## config.mk

```make
export PLATFORM = sky130hd
export DESIGN_NAME = control_sequencer
export DESIGN_NICKNAME = d
export VERILOG_FILES = /design/src/rtl/control_sequencer_pkg.sv /design/src/rtl/control_sequencer_microcode_rom.sv /design/src/rtl/control_sequencer.sv
export SDC_FILE = /design/constraint.sdc
export NUM_CORES = 1
export LEC_CHECK = 0
export ABC_CLOCK_PERIOD_IN_PS = 1400
export CAP_MARGIN = 20
export CORE_MARGIN = 2
export CORE_UTILIZATION = 40
export CTS_CLUSTER_DIAMETER = 200
export DETAILED_ROUTE_END_ITERATION = 16
export DONT_BUFFER_PORTS = 1
export PLACE_DENSITY = 0.56
export SYNTH_ARGS = -nofsm -noshare
export SYNTH_HDL_FRONTEND = slang
export SYNTH_SLANG_ARGS = --single-unit
```

## constraint.sdc

```tcl
create_clock -name clk -period 1.4 [get_ports clk]
set_input_delay 0.14 -clock clk [delete_from_list [all_inputs] [get_ports clk]]
set_output_delay 0.14 -clock clk [all_outputs]
set_load 0.02 [all_outputs]
```

## src/rtl/control_sequencer_pkg.sv

```systemverilog
// -----------------------------------------------------------------------------
// control_sequencer_pkg
//   Shared definitions for the control sequencer of the 8-bit teaching CPU.
//   - Opcode constants, one per instruction (upper nibble of the IR).
//   - T-state encoding: T0..T4 are the instruction steps, HALT is parked at 7
//     so it can never be reached by a plain increment.
//   - strobe_t: the bundle of control strobes driven to the datapath.
//   - effective_opcode(): folds the unassigned opcodes onto NOP or HLT.
// -----------------------------------------------------------------------------
package control_sequencer_pkg;

    localparam logic [3:0] OP_NOP = 4'h0;
    localparam logic [3:0] OP_LDA = 4'h1;
    localparam logic [3:0] OP_ADD = 4'h2;
    localparam logic [3:0] OP_SUB = 4'h3;
    localparam logic [3:0] OP_STA = 4'h4;
    localparam logic [3:0] OP_LDI = 4'h5;
    localparam logic [3:0] OP_JMP = 4'h6;
    localparam logic [3:0] OP_JC  = 4'h7;
    localparam logic [3:0] OP_JZ  = 4'h8;
    localparam logic [3:0] OP_OUT = 4'hE;
    localparam logic [3:0] OP_HLT = 4'hF;

    typedef enum logic [2:0] {
        T0   = 3'd0,
        T1   = 3'd1,
        T2   = 3'd2,
        T3   = 3'd3,
        T4   = 3'd4,
        HALT = 3'd7
    } t_state_e;

    typedef struct packed {
        logic pc_en;
        logic pc_inc;
        logic pc_load;
        logic mar_latch;
        logic ram_en;
        logic ram_latch;
        logic ir_en;
        logic ir_latch;
        logic a_en;
        logic a_latch;
        logic b_latch;
        logic alu_en;
        logic alu_sub;
        logic flags_latch;
        logic out_latch;
    } strobe_t;

    // Opcodes 0x9-0xD have no instruction behind them; they execute either
    // as a harmless NOP or as a HLT so that a runaway program stops.
    function automatic logic [3:0] effective_opcode(input logic [3:0] opcode,
                                                    input logic       halt_on_undef);
        logic [3:0] result;
        result = opcode;
        if (opcode >= 4'h9 && opcode <= 4'hD) begin
            result = halt_on_undef ? OP_HLT : OP_NOP;
        end
        return result;
    endfunction

endpackage

```

## src/rtl/control_sequencer_microcode_rom.sv

```systemverilog
// -----------------------------------------------------------------------------
// microcode_rom
//   Purely combinational microcode table. Maps the current step, the opcode
//   and the ALU flags onto the strobe bundle for that step.
//   Ports:
//     opcode      in   4  instruction opcode (meaningful from T2 on)
//     step        in   3  current T-state
//     carry_flag  in   1  carry flag, used by JC
//     zero_flag   in   1  zero flag, used by JZ
//     strobes     out 15  control strobes for this step
//     last_step   out  1  this step ends the instruction (next is T0)
//     halt_step   out  1  this step ends in HALT
// -----------------------------------------------------------------------------
module microcode_rom
    import control_sequencer_pkg::*;
#(
    parameter bit HALT_ON_UNDEF = 1'b0
) (
    input  logic [3:0] opcode,
    input  t_state_e   step,
    input  logic       carry_flag,
    input  logic       zero_flag,
    output strobe_t    strobes,
    output logic       last_step,
    output logic       halt_step
);

    logic [3:0] op;

    // Undefined opcodes are folded away here so the table below only has
    // to know about the real instructions.
    always_comb begin
        op = effective_opcode(opcode, HALT_ON_UNDEF);
    end

    // The microcode table itself. T0/T1 are the common fetch; every step
    // that ends an instruction raises last_step so the counter wraps to T0.
    // Steps past the end of an instruction also report last_step, so an
    // opcode change mid-instruction can never strand the counter.
    always_comb begin
        strobes   = '0;
        last_step = 1'b0;
        halt_step = 1'b0;
        case (step)
            T0: begin
                strobes.pc_en     = 1'b1;
                strobes.mar_latch = 1'b1;
            end
            T1: begin
                strobes.ram_en   = 1'b1;
                strobes.ir_latch = 1'b1;
                strobes.pc_inc   = 1'b1;
            end
            T2: begin
                case (op)
                    OP_LDA, OP_ADD, OP_SUB, OP_STA: begin
                        strobes.ir_en     = 1'b1;
                        strobes.mar_latch = 1'b1;
                    end
                    OP_LDI: begin
                        strobes.ir_en   = 1'b1;
                        strobes.a_latch = 1'b1;
                        last_step       = 1'b1;
                    end
                    OP_JMP: begin
                        strobes.ir_en   = 1'b1;
                        strobes.pc_load = 1'b1;
                        last_step       = 1'b1;
                    end
                    OP_JC: begin
                        strobes.ir_en   = carry_flag;
                        strobes.pc_load = carry_flag;
                        last_step       = 1'b1;
                    end
                    OP_JZ: begin
                        strobes.ir_en   = zero_flag;
                        strobes.pc_load = zero_flag;
                        last_step       = 1'b1;
                    end
                    OP_OUT: begin
                        strobes.a_en      = 1'b1;
                        strobes.out_latch = 1'b1;
                        last_step         = 1'b1;
                    end
                    OP_HLT: begin
                        halt_step = 1'b1;
                    end
                    default: begin
                        last_step = 1'b1;
                    end
                endcase
            end
            T3: begin
                case (op)
                    OP_LDA: begin
                        strobes.ram_en  = 1'b1;
                        strobes.a_latch = 1'b1;
                        last_step       = 1'b1;
                    end
                    OP_ADD, OP_SUB: begin
                        strobes.ram_en  = 1'b1;
                        strobes.b_latch = 1'b1;
                    end
                    OP_STA: begin
                        strobes.a_en      = 1'b1;
                        strobes.ram_latch = 1'b1;
                        last_step         = 1'b1;
                    end
                    default: begin
                        last_step = 1'b1;
                    end
                endcase
            end
            T4: begin
                if (op == OP_ADD || op == OP_SUB) begin
                    strobes.alu_en      = 1'b1;
                    strobes.a_latch     = 1'b1;
                    strobes.flags_latch = 1'b1;
                    strobes.alu_sub     = (op == OP_SUB);
                end
                last_step = 1'b1;
            end
            default: begin
                last_step = 1'b1;
            end
        endcase
    end

endmodule

```

## src/rtl/control_sequencer.sv

```systemverilog
// -----------------------------------------------------------------------------
// control_sequencer
//   Step counter plus microcode decode for the 8-bit teaching CPU. The T-state
//   register is the only storage; all strobes decode combinationally from it
//   and from the opcode/flags, and the datapath consumes them on the next
//   rising clock edge.
//   Ports:
//     clk                     in   1  single clock, rising edge
//     reset                   in   1  asynchronous, active-high
//     run                     in   1  sequencing enable; low freezes and
//                                     silences all strobes
//     opcode                  in   4  IR upper nibble, valid from T2
//     carry_flag, zero_flag   in   1  flags register
//     pc_en/pc_inc/pc_load    out  1  program counter drive/increment/load
//     mar_latch               out  1  memory address register load
//     ram_en/ram_latch        out  1  RAM drive / RAM write
//     ir_en/ir_latch          out  1  IR operand drive / IR load
//     a_en/a_latch/b_latch    out  1  A drive, A load, B load
//     alu_en/alu_sub          out  1  ALU drive, subtract select
//     flags_latch/out_latch   out  1  flags load, output register load
//     halted                  out  1  high while in HALT
//     t_state                 out  3  0-4 = T0-T4, 7 = HALT
// -----------------------------------------------------------------------------
module control_sequencer
    import control_sequencer_pkg::*;
#(
    parameter bit HALT_ON_UNDEF = 1'b0
) (
    input  logic       clk,
    input  logic       reset,
    input  logic       run,
    input  logic [3:0] opcode,
    input  logic       carry_flag,
    input  logic       zero_flag,
    output logic       pc_en,
    output logic       pc_inc,
    output logic       pc_load,
    output logic       mar_latch,
    output logic       ram_en,
    output logic       ram_latch,
    output logic       ir_en,
    output logic       ir_latch,
    output logic       a_en,
    output logic       a_latch,
    output logic       b_latch,
    output logic       alu_en,
    output logic       alu_sub,
    output logic       flags_latch,
    output logic       out_latch,
    output logic       halted,
    output logic [2:0] t_state
);

    t_state_e state;
    t_state_e next_state;
    strobe_t  rom_strobes;
    strobe_t  strobes;
    logic     last_step;
    logic     halt_step;

    microcode_rom #(
        .HALT_ON_UNDEF(HALT_ON_UNDEF)
    ) u_microcode_rom (
        .opcode     (opcode),
        .step       (state),
        .carry_flag (carry_flag),
        .zero_flag  (zero_flag),
        .strobes    (rom_strobes),
        .last_step  (last_step),
        .halt_step  (halt_step)
    );

    // Step counter: the single piece of state in the sequencer.
    always_ff @(posedge clk or posedge reset) begin
        if (reset) begin
            state <= T0;
        end else begin
            state <= next_state;
        end
    end

    // Next step: hold while run is low, stay parked in HALT, otherwise
    // follow the microcode's end-of-instruction and halt markers.
    always_comb begin
        next_state = state;
        if (run) begin
            if (state == HALT) begin
                next_state = HALT;
            end else if (halt_step) begin
                next_state = HALT;
            end else if (last_step) begin
                next_state = T0;
            end else begin
                case (state)
                    T0:      next_state = T1;
                    T1:      next_state = T2;
                    T2:      next_state = T3;
                    T3:      next_state = T4;
                    default: next_state = T0;
                endcase
            end
        end
    end

    // Output gating. The T0 fetch strobes are non-zero, so reset has to mask
    // the strobes directly for them to drop the instant reset rises.
    always_comb begin
        strobes = '0;
        if (run && !reset && state != HALT) begin
            strobes = rom_strobes;
        end
        halted  = (state == HALT) && !reset;
        t_state = state;
    end

    assign pc_en       = strobes.pc_en;
    assign pc_inc      = strobes.pc_inc;
    assign pc_load     = strobes.pc_load;
    assign mar_latch   = strobes.mar_latch;
    assign ram_en      = strobes.ram_en;
    assign ram_latch   = strobes.ram_latch;
    assign ir_en       = strobes.ir_en;
    assign ir_latch    = strobes.ir_latch;
    assign a_en        = strobes.a_en;
    assign a_latch     = strobes.a_latch;
    assign b_latch     = strobes.b_latch;
    assign alu_en      = strobes.alu_en;
    assign alu_sub     = strobes.alu_sub;
    assign flags_latch = strobes.flags_latch;
    assign out_latch   = strobes.out_latch;

endmodule

```

-- Yosys cells after proc, flatten, opt, wreduce, memory -nomap -nowiden
Index checks and enable logic that the tools add are counted.
- register bits after elaboration: 3
- latch bits: 0
- memory bits (writable): 0
- bits in read-only memories: 0
- word-level logic and storage cells: 66
- memories: 0
- add/sub/neg operators: 0
- multiply operators: 0
- divide/modulo/power cells: 0
- $lt $le $gt $ge: 2
- equality and inequality tests: 16
- shift operators: 0
- muxes and demuxes: 34
- bitwise logic cells: 0
- reductions and logical operators: 13
- operators with widths (operator ; count):
    $mux W1 ; 19
    $eq A4 B3 Y1 const B ; 4
    $mux W15 ; 1
    $mux W3 ; 5
    $eq A4 B4 Y1 const B ; 3
    $pmux W1 S3 ; 4
    $pmux W3 S4 ; 1
    $eq A4 B2 Y1 const B ; 2
    $eq A3 B2 Y1 const B ; 2
    $eq A3 B3 Y1 const B ; 2
    $pmux W1 S2 ; 3
    $reduce_or A6 Y1 ; 1
    $reduce_or A5 Y1 ; 1
    $eq A4 B1 Y1 const B ; 1
    $ge A4 B4 Y1 const B ; 1
    $le A4 B4 Y1 const B ; 1
    $logic_and A1 B1 Y1 ; 4
    $mux W4 ; 1
    $reduce_or A2 Y1 ; 2
    $reduce_or A4 Y1 ; 1
    $eq A3 B1 Y1 const B ; 1
    $logic_not A3 Y1 ; 1
    $ne A3 B3 Y1 const B ; 1
    $reduce_or A3 Y1 ; 1
    2 further kinds ; 2

-- Logic depth before layout (Yosys ltp)
- depth after elaboration: 10
- gate-level depth with buffers: 4

-- By module
From an unflattened synthesis, not the netlist that was laid out.
- cell total of the unflattened synthesis: 86
- area, all modules: 630.6 um2
- modules (own cells, without submodules) (module ; times used ; cells each ; area each (um2) ; sequential area each (um2)):
    control_sequencer ; 1 ; 37 ; 317.8 ; 75.1
    microcode_rom ; 1 ; 49 ; 312.8 ; 0.0

-- Least setup slack after synthesis
OpenSTA, ideal clock, no wires.
- kind: reg-to-output
- start: reg state[0], in the netlist t_state[0]
- end: out ram_en
- arrival time: 1.890 ns
- setup slack: -0.630 ns
- stages on the path, launching flop included: 4
- path buffers: 1
- cell sequence: dfrtp_1 > buf_2 > inv_1 > a2111oi_0
- longest elaborated chain between the ends: 3
- elaborated cells between the ends (all ways): 6
- those cells by class: eq/ne: 3; mux: 2; reduce/logical: 1
- ends and longest elaborated chain (what ; line ; source):
    start, declared ; control_sequencer.sv:54 ; t_state_e state;
    start signal, assigned ; control_sequencer.sv:78 ; state <= next_state;
    $eq A3 B2 Y1, or another cell as far along ; control_sequencer_microcode_rom.sv:44 ; case (step)
    $pmux W1 S2 / $logic_and A1 B1 Y1 (equally long branches) ; control_sequencer_microcode_rom.sv:44, control_sequencer.sv:109 ;
    $mux W15 * ; control_sequencer.sv:109 ; if (run && !reset && state != HALT) begin
    end, declared ; control_sequencer.sv:39 ; output logic ram_en,
Every way passes the cells marked *; elsewhere a longest branch is shown, timed or not.

-- Worst setup path in the final report
- start: reg state[2], in the netlist t_state[2]
- end: out a_en
- longest elaborated chain between the ends: 3
- elaborated cells between the ends (all ways): 6
- those cells by class: eq/ne: 3; mux: 2; reduce/logical: 1
- ends and longest elaborated chain (what ; line ; source):
    $eq A3 B2 Y1 / $ne A3 B3 Y1 (equally long branches) ; control_sequencer_microcode_rom.sv:44, control_sequencer.sv:109 ;
    $pmux W1 S2 / $logic_and A1 B1 Y1 (equally long branches) ; control_sequencer_microcode_rom.sv:44, control_sequencer.sv:109 ;
    $mux W15 * ; control_sequencer.sv:109 ;
    end, declared ; control_sequencer.sv:43 ; output logic a_en,
Marked as above.

==> impl_results.md <==
- Status: complete, but fails checks
- Failing checks: negative setup slack
- Placed cell areas: 720.7 um^2
- Layout fillers: about 110
- Worst Path Buf+Inv: 0
- Final period util: 123.1%
- Gate power share: 18.1%
- Hold Crit Endpoint: t_state[2]$_DFFE_PP0P_
- Nets: 106
- Flops & latches, synth: 3
- Number of max-cap violations: 0
- Avg Cell Area, Syn: 7.379 um^2
- Placed cells: 101
- Crit Reg-Reg Endpoint: t_state[1]$_DFFE_PP0P_
- Routability cong.: about 0.80
- Global-route wire length before repair: 2925 um
- Sequential-to-total area share from yosys stat: 13.04%
- First-pass DRT Iterations: 4
- Detailed placement HPWL: 1214 um
- Die span in x: 41.93 um
- # IOs: 28
- Final min period: about 1.7 ns
- Mapped Cells: 78
- Worst VDD drop: roughly 500 uV
- Worst hold path class: in -> reg
- Slew margin rel.: around two thirds
- Core area: ~0.0013 mm^2
- Top delay family on crit path: simple AND/OR/NAND/NOR gates
- DR vias: 681
- Clk_skew: 0.003374 ns
- Cell area after layout: 913.4 um^2
- Ys Warns: 0
- DR iter-0 viols: 9
- Post-synth top area cell: dfrtp_1
- Sequential share of power: a little under a third
- CTS Root Cell: clkbuf_4
- CTS tree: yes
- Vias per std cell: 6.135
- Int Power: 220.5 uW
- R2R cell count: 5
- Later-pin clock latency in the skew report: ~0.23 ns
- Syn nets: between 80 and 90
- Critical path launch point type: flop
- Most frequent cells in the layout: 16 x buf_4, 7 x buf_6, 4 x nor2_1, 4 x nand2b_1
- Routed WL: approximately 1700 um
- Final ANT Viol Nets: 0
- Total track usage: 21.20%
- FF-to-FF Start: t_state[2]$_DFFE_PP0P_
- Worst Hold Launch: opcode[1]
- Worst Path Required: ~1.3 ns
- Post-layout util: 69.33%
- Clock power frac: 51.3%
- Critical setup path kind: reg -> out
- Crit-path slowest cell: or4_4
- DRC Markers: 0
- Count of final setup violators: 15
- Largest net degree at the start of global routing: 17
- Ranking of synthesized cells by area: dfrtp_1 13%, nand2b_1 5.4%, and3b_1 4.6%
- Max Root-Sink Buffers: 2
- Num CTS Buffers: 3
- Power Density: 312.6 mW/mm^2
- CTS H-tree lvls: 1
- Endpoints failing hold: 0
- Final setup margin: -0.3232 ns
- Post-synthesis cell type count: 40
- Leak: roughly 0.00035 uW
- Worst-path fanout max: 6
- Worst Hold Depth: 2
- Net Sw Frac: a little under a quarter
- Die area: 0.001758 mm^2
- N_diodes: 0
- Most common cell after layout, fill and taps aside: buf_4
- TritonCTS Sinks: 3
- CP Data Arrival Time: between 1.5 and 2 ns
- Total gr overflow: 0
- Finished Layout Cells: 111
- Slew @ Worst Pin: around 0.5 ns
- Largest register FFs: 3
- Endpoint class of the critical path: output pin
- Final Max Slew Viols: 0
- Port-buffer cells: 0
- Initial antenna violation count: 0
- Worst-path cell chain: nand2b_4 > or4_4 > a21oi_4
- Post-Syn Area: 575.6 um^2
- Area Overhead vs Synth: 58.70%
- Share of cells above drive strength 1: 52.08%
- Yosys top cell area share: 13.04%
- DIE HEIGHT: 41.93 um
- Peak Freq: 580.3 MHz
- Net Sw Power: 65.06 uW
- Initial Util: 43.68%
- Wire per inst: 15.64 um
- Std-Cell Rows: 13
- R2R setup slack: 0.04 ns
- CP max stage delay: 0.49 ns
- Unrepaired setup endpoints after global routing: yes
- Vias in the first global route: 630
- Clock-pin slew on the worst setup and hold paths: 0.04 ns
==> worst reg2reg max path: cells and delay by family (launching register included) <==
family | cells | cell delay, ns
compound gates | 2 | 0.37
flops | 1 | 0.46
buf+inv | 2 | 0.24
simple gates | 1 | 0.19
==> cells in the mapped netlist, drive strengths merged <==
library cell and instances:
a22oi 2, and2 2, or2 1, dfrtp 3, a211o 1, and3 2, nand2b 5, a211oi 2
or3b 2, nand3b 1, nor4bb 1, a2111oi 1, a21oi 3, clkbuf 3, or4 1, and4 2
o311a 1, o211ai 1, o21ai 3, nand2 4, a21boi 1, nor3 4, nor4b 3, nor2b 3
a221oi 1, a32oi 1, nor3b 1, nand4 2, nand3 2, inv 2, and3b 3, nor2 6
nand4b 1, buf 7
==> layer usage <==
| layer | GRT usage, % | up-vias | wire (um) |
|---|---|---|---|
| met5 | 0 | - | 0 |
| met4 | 8.387 | 0 | 2 |
| met3 | 3.478 | 2 | 86 |
| met2 | 33.75 | 23 | 847 |
| met1 | 28.20 | 327 | 800 |
| li1 | - | 329 | - |
==> cell families (layout without fill, tap and decap cells) <==
| family | count (synthesis) | count (layout) | share of synthesized area, % |
|---|---|---|---|
| AND/OR/NAND/NOR | 46 | 46 | 54.57 |
| AO/OA/AOI/OAI | 17 | 17 | 20.87 |
| buffers and inverters | 12 | 30 | 11.52 |
| flip-flops | 3 | 3 | 13.04 |
==> area by class of cell <==
type	instances	area (um^2)	area share [%]
Tap cell	15	18.77	2.055
Inverter	2	7.507	0.8219
Clock buffer	4	26.28	2.877
Timing Repair Buffer	24	209.0	22.88
Multi-Input combinational cell	63	573.1	62.74
Sequential cell	3	78.83	8.630
==> through the flow <==
step | worst slack [ns] | setup TNS (ns) | hold WS, ns | total power, uW
after global routing | -0.3714 | -4.052 | 0.1091 | 312.9
after global placement | -0.09421 | -0.4379 | -0.08620 | 129.0
final | -0.3232 | -2.964 | 0.1134 | 285.6
after CTS | -0.3125 | -3.506 | 0.08957 | 286.6
after detailed placement | -0.1311 | -0.6209 | -0.08182 | 129.9
after floorplan | -0.4393 | -1.996 | -0.1007 | 138.9
==> power groups by stage <==
stage	Combinational (uW)	Clock (uW)	Sequential, uW
2_1_floorplan	50.6	0	88.2
3_3_place_gp	40.8	0	88.2
3_5_place_dp	41.7	0	88.2
4_1_cts	46.6	153	87.2
5_1_grt	56.7	169	87.1
6_report	51.8	147	87.2
==> worst max path at each step <==
stage / startpoint / to / slack (ns) / cells past startpoint
finish: t_state[2]$_DFFE_PP0P_ / a_en / -0.32 / 3
global placement: t_state[1]$_DFFE_PP0P_ / a_latch / -0.09 / 5
global route: t_state[0]$_DFFE_PP0P_ / a_latch / -0.37 / 4
CTS: t_state[2]$_DFFE_PP0P_ / a_en / -0.31 / 3
floorplan: t_state[1]$_DFFE_PP0P_ / alu_sub / -0.44 / 4
detailed placement: t_state[2]$_DFFE_PP0P_ / a_en / -0.13 / 4
==> what timing repair did <==
item,in CTS,in global routing
endpoints found under the setup margin,15,16
buffers inserted,3,2
pin swaps,5,10
resized for setup,14,12
hold buffers,1,0
endpoints found under the hold margin,3,0
Power figures use the tool's default switching activity.
